<file path="src/rtl/mha_qkv_sram_sched_if.sv">
`default_nettype none
// ============================================================================
// Module      : mha_qkv_sram_sched_if
// Description : Bundle of requester handshakes and SRAM-side signals for the
//               QKV buffer burst scheduler.
//               master : requester / SRAM side. Drives wr_*/rd_* requests and
//                        receives grants, SRAM controls and read-data tags.
//               slave  : the scheduler itself.
//               With MHA_SRAM_SCHED_PERF_EN defined, the bundle also carries
//               stall_cnt[31:0].
// Revision    : 1.0 - initial release
// ============================================================================
interface mha_qkv_sram_sched_if #(
    parameter int AW    = 8,
    parameter int SAW   = 6,
    parameter int LEN_W = 4
);
    // Writer (PE array) handshake
    logic             wr_req;
    logic [SAW-1:0]   wr_base;
    logic [LEN_W-1:0] wr_len;
    logic             wr_gnt;
    logic             wr_done;
    // Reader (attention engine) handshake
    logic             rd_req;
    logic [SAW-1:0]   rd_base;
    logic [LEN_W-1:0] rd_len;
    logic             rd_gnt;
    logic             rd_done;
    // SRAM controls, 48 packed lane addresses per port
    logic             sram_we;
    logic             sram_rd_en;
    logic [48*AW-1:0] sram_waddr;
    logic [48*AW-1:0] sram_raddr;
    // Read-data tags and status
    logic             rd_dvalid;
    logic             rd_dlast;
    logic             busy;
`ifdef MHA_SRAM_SCHED_PERF_EN
    logic [31:0]      stall_cnt;
`endif

    modport master (
        output wr_req, wr_base, wr_len, rd_req, rd_base, rd_len,
        input  wr_gnt, wr_done, rd_gnt, rd_done,
        input  sram_we, sram_rd_en, sram_waddr, sram_raddr,
        input  rd_dvalid, rd_dlast, busy
`ifdef MHA_SRAM_SCHED_PERF_EN
        , input stall_cnt
`endif
    );

    modport slave (
        input  wr_req, wr_base, wr_len, rd_req, rd_base, rd_len,
        output wr_gnt, wr_done, rd_gnt, rd_done,
        output sram_we, sram_rd_en, sram_waddr, sram_raddr,
        output rd_dvalid, rd_dlast, busy
`ifdef MHA_SRAM_SCHED_PERF_EN
        , output stall_cnt
`endif
    );
endinterface
`default_nettype wire

</file>
<file path="src/rtl/mha_qkv_sram_sched.sv">
`default_nettype none
// ============================================================================
// Module      : mha_qkv_sram_sched
// Description : Burst scheduler / round-robin arbiter for the 48-lane QKV
//               buffer SRAM (3 segments x 16 channel lanes). Grants one whole
//               burst at a time to the PE-array writer or the attention
//               reader, generates per-lane wrapped addresses, and tags the
//               returned read data with valid/last.
// Ports       : clk    - clock, rising edge
//               rst_n  - asynchronous active-low reset
//               bus    - mha_qkv_sram_sched_if.slave (requests, grants,
//                        SRAM we/rd_en/addresses, rd_dvalid/rd_dlast, busy)
// Config      : MHA_SRAM_SCHED_PERF_EN - adds the saturating stall_cnt
//               counter on the bus.
// Revision    : 1.0 - initial release
// ============================================================================
module mha_qkv_sram_sched #(
    parameter int ROW_COUNT = 192,
    parameter int SEG_ROWS  = 64,
    parameter int AW        = $clog2(ROW_COUNT),
    parameter int SAW       = $clog2(SEG_ROWS),
    parameter int LEN_W     = 4
) (
    input  wire logic           clk,
    input  wire logic           rst_n,
    mha_qkv_sram_sched_if.slave bus
);

    localparam int NSEG  = 3;
    localparam int NCH   = 16;
    localparam int NLANE = NSEG * NCH;

    localparam logic [AW-1:0]    C_SEG  = AW'(SEG_ROWS);
    localparam logic [AW-1:0]    C_STEP = AW'(NCH);
    localparam logic [LEN_W-1:0] C_ONE  = LEN_W'(1);

    typedef enum logic [1:0] {
        S_IDLE = 2'd0,
        S_WR   = 2'd1,
        S_RD   = 2'd2
    } state_t;

    state_t               state_q;
    logic                 last_rd_q;    // 1: reader owned the last burst
    logic [AW-1:0]        row_q;        // segment-relative row of current beat
    logic [LEN_W-1:0]     rem_q;        // beats still to issue after this one
    logic                 wr_gnt_q, wr_done_q, rd_gnt_q, rd_done_q;
    logic                 we_q, rd_en_q, dvalid_q, dlast_q, busy_q;
    logic [NLANE*AW-1:0]  waddr_q, raddr_q;

    logic                 w_pick_wr, w_pick_rd;
    logic [AW-1:0]        row_d;
    logic [NLANE*AW-1:0]  w_lane_addr;

    // Operands are always below 2*SEG_ROWS, so one conditional subtract
    // implements the modulo without a divider.
    function automatic logic [AW-1:0] seg_wrap(input logic [AW-1:0] v);
        return (v >= C_SEG) ? (v - C_SEG) : v;
    endfunction

    // Round robin: on a tie the requester that did not own the last burst wins.
    always_comb begin
        w_pick_wr = bus.wr_req && (!bus.rd_req || last_rd_q);
        w_pick_rd = bus.rd_req && !w_pick_wr;
    end

    // Row of the beat about to be issued: reduced base at grant, otherwise
    // the current row advanced by one 16-row stride, wrapping in the segment.
    always_comb begin
        row_d = seg_wrap(row_q + C_STEP);
        if (state_q == S_IDLE) begin
            if (w_pick_wr) begin
                row_d = seg_wrap({{(AW-SAW){1'b0}}, bus.wr_base});
            end else begin
                row_d = seg_wrap({{(AW-SAW){1'b0}}, bus.rd_base});
            end
        end
    end

    // Lane i = q*16+ch addresses q*SEG_ROWS + ((row + ch) mod SEG_ROWS).
    for (genvar q = 0; q < NSEG; q++) begin : g_seg
        for (genvar ch = 0; ch < NCH; ch++) begin : g_lane
            assign w_lane_addr[(q*NCH+ch)*AW +: AW] =
                AW'(q * SEG_ROWS) + seg_wrap(row_d + AW'(ch));
        end
    end

    always_ff @(posedge clk or negedge rst_n) begin
        if (!rst_n) begin
            state_q   <= S_IDLE;
            last_rd_q <= 1'b1;
            row_q     <= '0;
            rem_q     <= '0;
            wr_gnt_q  <= 1'b0;
            wr_done_q <= 1'b0;
            rd_gnt_q  <= 1'b0;
            rd_done_q <= 1'b0;
            we_q      <= 1'b0;
            rd_en_q   <= 1'b0;
            waddr_q   <= '0;
            raddr_q   <= '0;
            dvalid_q  <= 1'b0;
            dlast_q   <= 1'b0;
            busy_q    <= 1'b0;
        end else begin
            wr_gnt_q  <= 1'b0;
            wr_done_q <= 1'b0;
            rd_gnt_q  <= 1'b0;
            rd_done_q <= 1'b0;
            we_q      <= 1'b0;
            rd_en_q   <= 1'b0;
            waddr_q   <= '0;
            raddr_q   <= '0;
            // SRAM read latency is one cycle.
            dvalid_q  <= rd_en_q;
            dlast_q   <= rd_done_q;
            case (state_q)
                S_IDLE: begin
                    busy_q <= 1'b0;
                    if (w_pick_wr) begin
                        state_q   <= S_WR;
                        busy_q    <= 1'b1;
                        last_rd_q <= 1'b0;
                        wr_gnt_q  <= 1'b1;
                        row_q     <= row_d;
                        if (bus.wr_len == '0) begin
                            // Empty burst: grant and done together, no beat.
                            wr_done_q <= 1'b1;
                            rem_q     <= '0;
                        end else begin
                            we_q      <= 1'b1;
                            waddr_q   <= w_lane_addr;
                            wr_done_q <= (bus.wr_len == C_ONE);
                            rem_q     <= bus.wr_len - C_ONE;
                        end
                    end else if (w_pick_rd) begin
                        state_q   <= S_RD;
                        busy_q    <= 1'b1;
                        last_rd_q <= 1'b1;
                        rd_gnt_q  <= 1'b1;
                        row_q     <= row_d;
                        if (bus.rd_len == '0) begin
                            rd_done_q <= 1'b1;
                            rem_q     <= '0;
                        end else begin
                            rd_en_q   <= 1'b1;
                            raddr_q   <= w_lane_addr;
                            rd_done_q <= (bus.rd_len == C_ONE);
                            rem_q     <= bus.rd_len - C_ONE;
                        end
                    end
                end
                S_WR: begin
                    if (rem_q == '0) begin
                        state_q <= S_IDLE;
                        busy_q  <= 1'b0;
                    end else begin
                        rem_q     <= rem_q - C_ONE;
                        row_q     <= row_d;
                        we_q      <= 1'b1;
                        waddr_q   <= w_lane_addr;
                        wr_done_q <= (rem_q == C_ONE);
                    end
                end
                S_RD: begin
                    if (rem_q == '0) begin
                        state_q <= S_IDLE;
                        busy_q  <= 1'b0;
                    end else begin
                        rem_q     <= rem_q - C_ONE;
                        row_q     <= row_d;
                        rd_en_q   <= 1'b1;
                        raddr_q   <= w_lane_addr;
                        rd_done_q <= (rem_q == C_ONE);
                    end
                end
                default: begin
                    state_q <= S_IDLE;
                    busy_q  <= 1'b0;
                end
            endcase
        end
    end

    assign bus.wr_gnt     = wr_gnt_q;
    assign bus.wr_done    = wr_done_q;
    assign bus.rd_gnt     = rd_gnt_q;
    assign bus.rd_done    = rd_done_q;
    assign bus.sram_we    = we_q;
    assign bus.sram_rd_en = rd_en_q;
    assign bus.sram_waddr = waddr_q;
    assign bus.sram_raddr = raddr_q;
    assign bus.rd_dvalid  = dvalid_q;
    assign bus.rd_dlast   = dlast_q;
    assign bus.busy       = busy_q;

`ifdef MHA_SRAM_SCHED_PERF_EN
    logic [31:0] stall_q;
    logic        w_wr_wait, w_rd_wait;

    // A request is being served while its own burst runs or on the IDLE
    // cycle it wins arbitration; any other cycle with req high is a stall.
    always_comb begin
        w_wr_wait = bus.wr_req && !((state_q == S_WR) ||
                                    ((state_q == S_IDLE) && w_pick_wr));
        w_rd_wait = bus.rd_req && !((state_q == S_RD) ||
                                    ((state_q == S_IDLE) && w_pick_rd));
    end

    always_ff @(posedge clk or negedge rst_n) begin
        if (!rst_n) begin
            stall_q <= '0;
        end else if ((w_wr_wait || w_rd_wait) && (stall_q != '1)) begin
            stall_q <= stall_q + 32'd1;
        end
    end

    assign bus.stall_cnt = stall_q;
`else
    // Stall counting is compiled out; the bus carries no stall_cnt.
`endif

endmodule
`default_nettype wire

</file>
<file path="src/flat_wrapper.sv">
// flat-port wrapper written by rule: the top's interface ports become plain ports
module mha_qkv_sram_sched_flat 
#(
    parameter int ROW_COUNT = 192,
    parameter int SEG_ROWS  = 64,
    parameter int AW        = $clog2(ROW_COUNT),
    parameter int SAW       = $clog2(SEG_ROWS),
    parameter int LEN_W     = 4
)
  (clk, rst_n, bus_wr_req, bus_wr_base, bus_wr_len, bus_rd_req, bus_rd_base, bus_rd_len, bus_wr_gnt, bus_wr_done, bus_rd_gnt, bus_rd_done, bus_sram_we, bus_sram_rd_en, bus_sram_waddr, bus_sram_raddr, bus_rd_dvalid, bus_rd_dlast, bus_busy);
  mha_qkv_sram_sched_if #(.AW(AW), .SAW(SAW), .LEN_W(LEN_W)) bus_i ();
  input  wire logic clk;
  input  wire logic rst_n;
  input wire logic [$bits(bus_i.wr_req)-1:0] bus_wr_req;
  input wire logic [$bits(bus_i.wr_base)-1:0] bus_wr_base;
  input wire logic [$bits(bus_i.wr_len)-1:0] bus_wr_len;
  input wire logic [$bits(bus_i.rd_req)-1:0] bus_rd_req;
  input wire logic [$bits(bus_i.rd_base)-1:0] bus_rd_base;
  input wire logic [$bits(bus_i.rd_len)-1:0] bus_rd_len;
  output wire logic [$bits(bus_i.wr_gnt)-1:0] bus_wr_gnt;
  output wire logic [$bits(bus_i.wr_done)-1:0] bus_wr_done;
  output wire logic [$bits(bus_i.rd_gnt)-1:0] bus_rd_gnt;
  output wire logic [$bits(bus_i.rd_done)-1:0] bus_rd_done;
  output wire logic [$bits(bus_i.sram_we)-1:0] bus_sram_we;
  output wire logic [$bits(bus_i.sram_rd_en)-1:0] bus_sram_rd_en;
  output wire logic [$bits(bus_i.sram_waddr)-1:0] bus_sram_waddr;
  output wire logic [$bits(bus_i.sram_raddr)-1:0] bus_sram_raddr;
  output wire logic [$bits(bus_i.rd_dvalid)-1:0] bus_rd_dvalid;
  output wire logic [$bits(bus_i.rd_dlast)-1:0] bus_rd_dlast;
  output wire logic [$bits(bus_i.busy)-1:0] bus_busy;
  assign bus_i.wr_req = bus_wr_req;
  assign bus_i.wr_base = bus_wr_base;
  assign bus_i.wr_len = bus_wr_len;
  assign bus_i.rd_req = bus_rd_req;
  assign bus_i.rd_base = bus_rd_base;
  assign bus_i.rd_len = bus_rd_len;
  assign bus_wr_gnt = bus_i.wr_gnt;
  assign bus_wr_done = bus_i.wr_done;
  assign bus_rd_gnt = bus_i.rd_gnt;
  assign bus_rd_done = bus_i.rd_done;
  assign bus_sram_we = bus_i.sram_we;
  assign bus_sram_rd_en = bus_i.sram_rd_en;
  assign bus_sram_waddr = bus_i.sram_waddr;
  assign bus_sram_raddr = bus_i.sram_raddr;
  assign bus_rd_dvalid = bus_i.rd_dvalid;
  assign bus_rd_dlast = bus_i.rd_dlast;
  assign bus_busy = bus_i.busy;
  mha_qkv_sram_sched #(.ROW_COUNT(ROW_COUNT), .SEG_ROWS(SEG_ROWS), .AW(AW), .SAW(SAW), .LEN_W(LEN_W)) u_core (.clk(clk), .rst_n(rst_n), .bus(bus_i));
endmodule
</file>
<file path="config.mk">
export PLATFORM = sky130hd
export DESIGN_NAME = mha_qkv_sram_sched_flat
export DESIGN_NICKNAME = d
export VERILOG_FILES = /design/src/rtl/mha_qkv_sram_sched_if.sv /design/src/rtl/mha_qkv_sram_sched.sv /design/src/flat_wrapper.sv
export SDC_FILE = /design/constraint.sdc
export NUM_CORES = 1
export LEC_CHECK = 0
export BUFFER_PORTS_ARGS = -buffer_cell sky130_fd_sc_hd__buf_4
export CAP_MARGIN = 0
export CORE_AREA = 5 5 305 307
export DETAILED_ROUTE_END_ITERATION = 10
export DIE_AREA = 0 0 310 312
export PLACE_DENSITY = 0.52
export SLEW_MARGIN = 15
export SYNTH_ARGS = -nofsm -noshare
export SYNTH_HDL_FRONTEND = slang
export SYNTH_SLANG_ARGS = --single-unit
</file>
<file path="constraint.sdc">
create_clock -name clk -period 4.3 [get_ports clk]
set_input_delay 0.645 -clock clk [delete_from_list [all_inputs] [get_ports clk]]
set_output_delay 0.645 -clock clk [all_outputs]
set_load 0.02 [all_outputs]
</file>
-- After elaboration in Yosys (flattened, before gate mapping)
Index checks and enable logic that the tools add are counted.
- add/sub/neg operators: 68
- order comparisons: 17
- equality and inequality tests: 8
- mux-type cells: 67
- reductions and logical operators: 15
- operator list (operator ; count):
    384-bit two-way mux ; 6
    384-bit case mux with 2 select lines ; 2
    8-bit two-way mux ; 21
    8-bit by 7-bit >= comparator with 1-bit output, second input constant ; 17
    8-bit by 7-bit subtractor with 8-bit output, second input constant ; 17
    7-bit by 8-bit adder with 8-bit output, first input constant ; 16
    8-bit adder, first input constant ; 16
    8-bit by 4-bit adder with 8-bit output, second input constant ; 8
    8-bit by 3-bit adder with 8-bit output, second input constant ; 4
    1-bit two-way mux ; 21
    4-bit two-way mux ; 5
    8-bit by 2-bit adder with 8-bit output, second input constant ; 2
    8-bit case mux with 2 select lines ; 1
    4-bit by 1-bit equality test with 1-bit output, second input constant ; 3
    4-bit zero test ; 3
    4-bit by 1-bit subtractor with 4-bit output, second input constant ; 3
    1-bit case mux with 2 select lines ; 5
    8-bit by 1-bit adder with 8-bit output, second input constant ; 1
    8-bit by 5-bit adder with 8-bit output, second input constant ; 1
    4-bit case mux with 2 select lines ; 1
    2-bit two-way mux ; 3
    6-bit two-way mux ; 1
    2-bit case mux with 2 select lines ; 1
    2-bit AND reduction ; 2
    other kinds (12) ; 15
- bits in registers: 792
- input port bits: 24
- output and inout port bits: 777
- word-level logic and storage cells: 190

-- Longest topological paths before layout
- depth after elaboration: 13
- gate-level depth with buffers: 20
- gate-level depth less buffers: 18

-- Worst setup path after synthesis
No wires, ideal clock.
- path type: input to register
- start point: input bus_rd_req
- end point: register u_core.waddr_q[351], in the netlist u_core.bus.sram_waddr[351]
- setup time: 0.072 ns
- data arrival time: 4.447 ns
- data required time: 4.228 ns
- slack: -0.219 ns
- stages on the path: 18
- path buffers: 2
- path through: and2b_4 > o21ai_0 > nor2_2 > nor2_4 > inv_2 > buf_1 > ha_1 > nor2b_1 > or3_1 > a21oi_1 > or4_1 > clkbuf_1 > inv_1 > ha_1 > nand3_1 > o31ai_4 > mux2_2 > nor2_1
- longest elaborated chain between the ends: 12
- elaborated cells between the ends (all ways): 14
- those cells by class: 3 x add/sub; 1 x order compare; 7 x mux; 3 x reduce/logical
- ends and longest elaborated chain (item ; line ; RTL):
    start, declared ; flat_wrapper.sv:17 ; input wire logic [$bits(bus_i.rd_req)-1:0] bus_rd_req;
    1-bit zero test (*) ; mha_qkv_sram_sched.sv:63 ; w_pick_wr = bus.wr_req && (!bus.rd_req || last_rd_q);
    1-bit logical OR (*) ; mha_qkv_sram_sched.sv:63 ;
    1-bit logical AND (*) ; mha_qkv_sram_sched.sv:63 ;
    6-bit two-way mux (*) ; mha_qkv_sram_sched.sv:72 ; if (w_pick_wr) begin
    8-bit two-way mux (*) ; mha_qkv_sram_sched.sv:71 ; if (state_q == S_IDLE) begin
    named net u_core.row_d[3] ; mha_qkv_sram_sched.sv:52 ; logic [AW-1:0] row_d;
    8-bit by 4-bit adder with 8-bit output (*) ; mha_qkv_sram_sched.sv:84 ; AW'(q * SEG_ROWS) + seg_wrap(row_d + AW'(ch));
    8-bit by 7-bit subtractor with 8-bit output or 8-bit by 7-bit >= comparator with 1-bit output (tied branches) ; mha_qkv_sram_sched.sv:58 ; return (v >= C_SEG) ? (v - C_SEG) : v;
    8-bit two-way mux (*) ; mha_qkv_sram_sched.sv:58 ;
    8-bit adder (*) ; mha_qkv_sram_sched.sv:84 ;
    384-bit two-way mux ; mha_qkv_sram_sched.sv:126 ; if (bus.wr_len == '0) begin
    384-bit two-way mux ; mha_qkv_sram_sched.sv:120 ; if (w_pick_wr) begin
    384-bit case mux with 2 select lines (*) ; mha_qkv_sram_sched.sv:117 ; case (state_q)
    end signal, assigned ; mha_qkv_sram_sched.sv:132 ; waddr_q <= w_lane_addr;
    end signal, assigned ; mha_qkv_sram_sched.sv:161 ; waddr_q <= w_lane_addr;
    end, declared ; mha_qkv_sram_sched.sv:49 ; logic [NLANE*AW-1:0] waddr_q, raddr_q;
The timed path passes the listed nets; every way through them passes the cells marked *.
A chain may end at the register's enable or synchronous reset.

-- Worst setup path in the final report
- start point: register u_core.state_q[0]
- end point: register u_core.waddr_q[335], in the netlist u_core.bus.sram_waddr[335]
- longest elaborated chain between the ends: 9
- elaborated cells between the ends (all ways): 12
- those cells by class: 3 x add/sub; 1 x order compare; 1 x eq/ne; 6 x mux; 1 x reduce/logical
- ends and longest elaborated chain (item ; line ; RTL):
    start, declared ; mha_qkv_sram_sched.sv:43 ; state_t state_q;
    start signal, assigned ; mha_qkv_sram_sched.sv:90 ; state_q <= S_IDLE;
    start signal, assigned ; mha_qkv_sram_sched.sv:121 ; state_q <= S_WR;
    start signal, assigned ; mha_qkv_sram_sched.sv:137 ; state_q <= S_RD;
    2-bit zero test ; mha_qkv_sram_sched.sv:71, mha_qkv_sram_sched.sv:117 ;
    8-bit two-way mux ; mha_qkv_sram_sched.sv:71 ;
    8-bit by 4-bit adder with 8-bit output ; mha_qkv_sram_sched.sv:84 ;
    8-bit by 7-bit subtractor with 8-bit output or 8-bit by 7-bit >= comparator with 1-bit output (tied branches) ; mha_qkv_sram_sched.sv:58 ;
    8-bit two-way mux ; mha_qkv_sram_sched.sv:58 ;
    8-bit adder ; mha_qkv_sram_sched.sv:84 ;
    384-bit two-way mux ; mha_qkv_sram_sched.sv:126 ;
    384-bit two-way mux ; mha_qkv_sram_sched.sv:120 ;
    384-bit case mux with 2 select lines (*) ; mha_qkv_sram_sched.sv:117 ;
Every way passes the cells marked *; elsewhere a longest branch is shown, timed or not.

==> summary.md <==
| Metric | Value |
|---|---|
| Area share of the largest cell type after synthesis | `43.4%` |
| Main combinational cell family by area after synthesis | `buffers and inverters` |
| Post-route minimum period | `4.05 ns` |
| Total CTS buffers | `41` |
| Share of layout cells above drive strength 1 | `48.0%` |
| Hold buffers post-CTS | `0` |
| Worst hold path class | `in2async` |
| Clk pin slew, worst setup/hold paths | `0.06 ns` |
| Core area | `89700 µm²` |
| RSZ-0062 raised after global routing | `false` |
| Slew Limit Fails | `0` |
| Total GRT Usage | `15.7%` |
| TritonCTS clock tree | `built` |
| Clk_skew | `0.0232 ns` |
| Largest cells by area after synthesis | `dfrtp_1 43%, buf_4 21%, nor2_1 6.2%` |
| Most frequent cells in the layout | `945 x buf_4, 307 x dfrtp_1, 292 x nor2_1, 85 x xnor2_1, 69 x nand2_1` |
| Critical path capture point type | `flip-flop` |
| Yosys cell types | `93` |
| Crit-path most repeated cell | `inv_1` |
| Seq cells post-synth | `308` |
| Critical path class | `reg2reg` |
| Post-Synthesis Cells | `1814` |
| FMAX | `247 MHz` |
| FP Rows | `110` |
| DR vias/cell | `3.92` |
| H-tree depth | `2` |
| Footprint of the multi-input gates | `5970 µm²` |
| CP Data Arrival Time | `4.53 ns` |
| Detailed Place HPWL | `64.9 mm` |
| Max-Cap Viols | `0` |
| Clock Latency Late Sink | `0.57 ns` |
| Top FF cell, synth | `dfrtp_1` |
| Drc violations | `0` |
| Post-synthesis mux area share | `1.99%` |
| Initial antenna violation count | `1` |
| Nets@finish | `2346` |
| Post-synth EDFFs | `0` |
| Fin crit share | `94.1%` |
| Vias in the first global route | `13400` |
| Crit-path cells | `inv_1 > ha_2 > buf_12 > o21ai_2 > o22ai_4 > inv_2 > ha_1 > inv_1 > buf_4 > o21ai_0 > and2_1 > xnor2_1 > inv_1 > ha_1 > o311a_1 > nand4_1 > o31ai_4 > mux2_1 > nor2_1` |
| WHS | `0.0552 ns` |
| Starting density of the core | `19.7%` |
| Area Growth Syn to Fin | `35.5%` |
| Status | `completed` |
| DR iter-0 viols | `821` |
| DR vias | `13600` |
| First-pass GRT wire length | `110 mm` |
| Synthesis Warnings | `0` |
| Filler instances | `9587` |
| CP startpoint kind | `flip-flop` |
| Synth Area in XOR/XNOR | `5.93%` |
| Synthesized area per cell | `9.77 µm²` |
| Critical path required time | `4.79 ns` |
| Die Y | `312 µm` |
| Synth area leader | `dfrtp_1` |
| Crit path largest cell delay | `0.42 ns` |
| Worst-margin pin slew | `1.08 ns` |
| GRT overflow | `0` |
| Area share of fa/ha/maj cells after synthesis | `4.52%` |
| Seq/Total Area, Yosys | `43.5%` |
| Storage element area | `7710 µm²` |
| CP max-delay cell | `o31ai_4` |
| I/O Buffers | `800` |
| Max_slew headroom | `28.2%` |
| Mapped Nets | `1902` |
| IO Pins | `801` |
| Largest net degree at the start of global routing | `132` |
| Non-Filler Instances | `3465` |
| ANT nets after route | `0` |
| Root Driver | `clkbuf_16` |
| Mapped cell area | `17700 µm²` |
| Setup violations, final | `0` |
| Clock tree buffer depth | `3` |
| GP Congestion | `0.919` |
| CTS sink count | `308` |
| Synth Area in Compound Gates | `7.89%` |
| Flop-to-flop setup slack | `0.25 ns` |
| Pre-antenna DRT Iters | `5` |
| Die area | `96700 µm²` |
| Worst-path fanout max | `27` |
| Placed cells | `3382` |
| FFs w/ async S/R, synth | `100%` |
| Final hold violations | `0` |
| Wire length per cell | `23.4 µm` |
| Die width | `310 µm` |
| DRT Wirelength | `81.0 mm` |
| Post-Synth Simple-Gate Area | `12.6%` |
| Commonest non-fill, non-tap cell in the layout | `buf_4` |
==> state kept, by name, summed over array words and instances, names as in the netlist, 2 cells and up <==
name	count
u_core.row_q	8
u_core.bus.sram_raddr	142
u_core.state_q	2
u_core.rem_q	4
u_core.bus.sram_waddr	142
==> stage by stage <==
step                util (%)  setup TNS [ns]  worst slack, ns  cell area [µm²]
finish                  26.7               0            0.253            24000
global route            26.7               0           0.0101            24000
CTS                     26.6               0          0.00289            23800
detailed placement      25.0           -1.51           -0.183            22500
global placement        25.0           -1.87           -0.204            22500
floorplan                  -               0           0.0379            17700
==> synth_stat cells, types with 3 or more instances <==
cell type	instances
or2_2	3
and3_1	14
o21ai_0	30
or4_1	9
o211ai_1	15
xnor2_1	88
nor2b_1	4
mux2i_1	18
a21o_1	4
dfrtp_1	307
and2_1	31
nand2_1	70
o22a_1	3
inv_1	58
o31ai_1	5
a21oi_1	26
a31o_2	3
a22oi_1	3
a41o_1	3
o21ai_2	4
inv_2	6
nor2_2	3
o21a_1	3
or3_1	5
a211oi_1	5
o21ai_1	6
nand3_1	20
a311oi_1	4
mux2_2	12
buf_1	6
ha_1	64
a21boi_1	4
xor2_1	23
a31oi_1	12
clkbuf_1	43
buf_2	15
nand4_1	9
nand2b_1	4
nor3_1	21
nor2_1	293
buf_4	487
o22ai_1	9
==> area by class of cell <==
cell class | count | area share (%)
multi-input cells | 889 | 24.9
repair buffers | 954 | 30.3
well taps | 1176 | 6.13
clock buffers | 52 | 4.74
inverters | 64 | 1.00
flip-flops and latches | 308 | 32.1
clock inverters | 21 | 0.871
diodes | 1 | 0.0104
==> layer usage <==
layer | global-route usage (%) | share of wire [%] | routed length, µm
met1 | 20.6 | 43 | 34700
met2 | 27.7 | 50 | 40500
met3 | 2.50 | 5.7 | 4620
met4 | 2.89 | 1.5 | 1250
met5 | 0 | 0 | 0
==> cell families after synthesis <==
logic type               after synthesis
buffers and inverters                617
AND/OR/NAND/NOR                      501
flip-flops                           308
AO/OA/AOI/OAI                        176
XOR/XNOR                             115
adder cells (fa/ha/maj)               64
multiplexers                          33
==> worst max-delay path: cells and delay by family (launching register included) <==
family	cells	cell delay (ns)
AOI/OAI and AO/OA	5	1.01
xor gates and xnor gates	1	0.16
adders and majority gates	3	0.71
buffers and inverters	6	0.81
DFF	1	0.41
muxes	1	0.39
and+or+nand+nor	3	0.45
==> repair_timing <==
item | CTS | global route
gates resized for setup | 5 | 14
buffers inserted | 0 | 9
pin swaps | 0 | 3
endpoints found under the setup margin | 13 | 43
==> path summary, 6_finish.rpt <==
check                                      start                          to  cells after the start
max                            u_core.state_q[0]  u_core.bus.sram_waddr[335]                     19
min                                        rst_n  u_core.bus.sram_raddr[207]                      1
max reg2reg                    u_core.state_q[0]  u_core.bus.sram_waddr[335]                     19
min reg2reg                u_core.bus.sram_rd_en        u_core.bus.rd_dvalid                      0
max in group asynchronous                  rst_n  u_core.bus.sram_raddr[376]                      2
min in group clk           u_core.bus.sram_rd_en        u_core.bus.rd_dvalid                      0
Power is left out: the tool's default activity adds up to more than one toggle a clock period on the data nets, which glitch-free logic cannot reach.
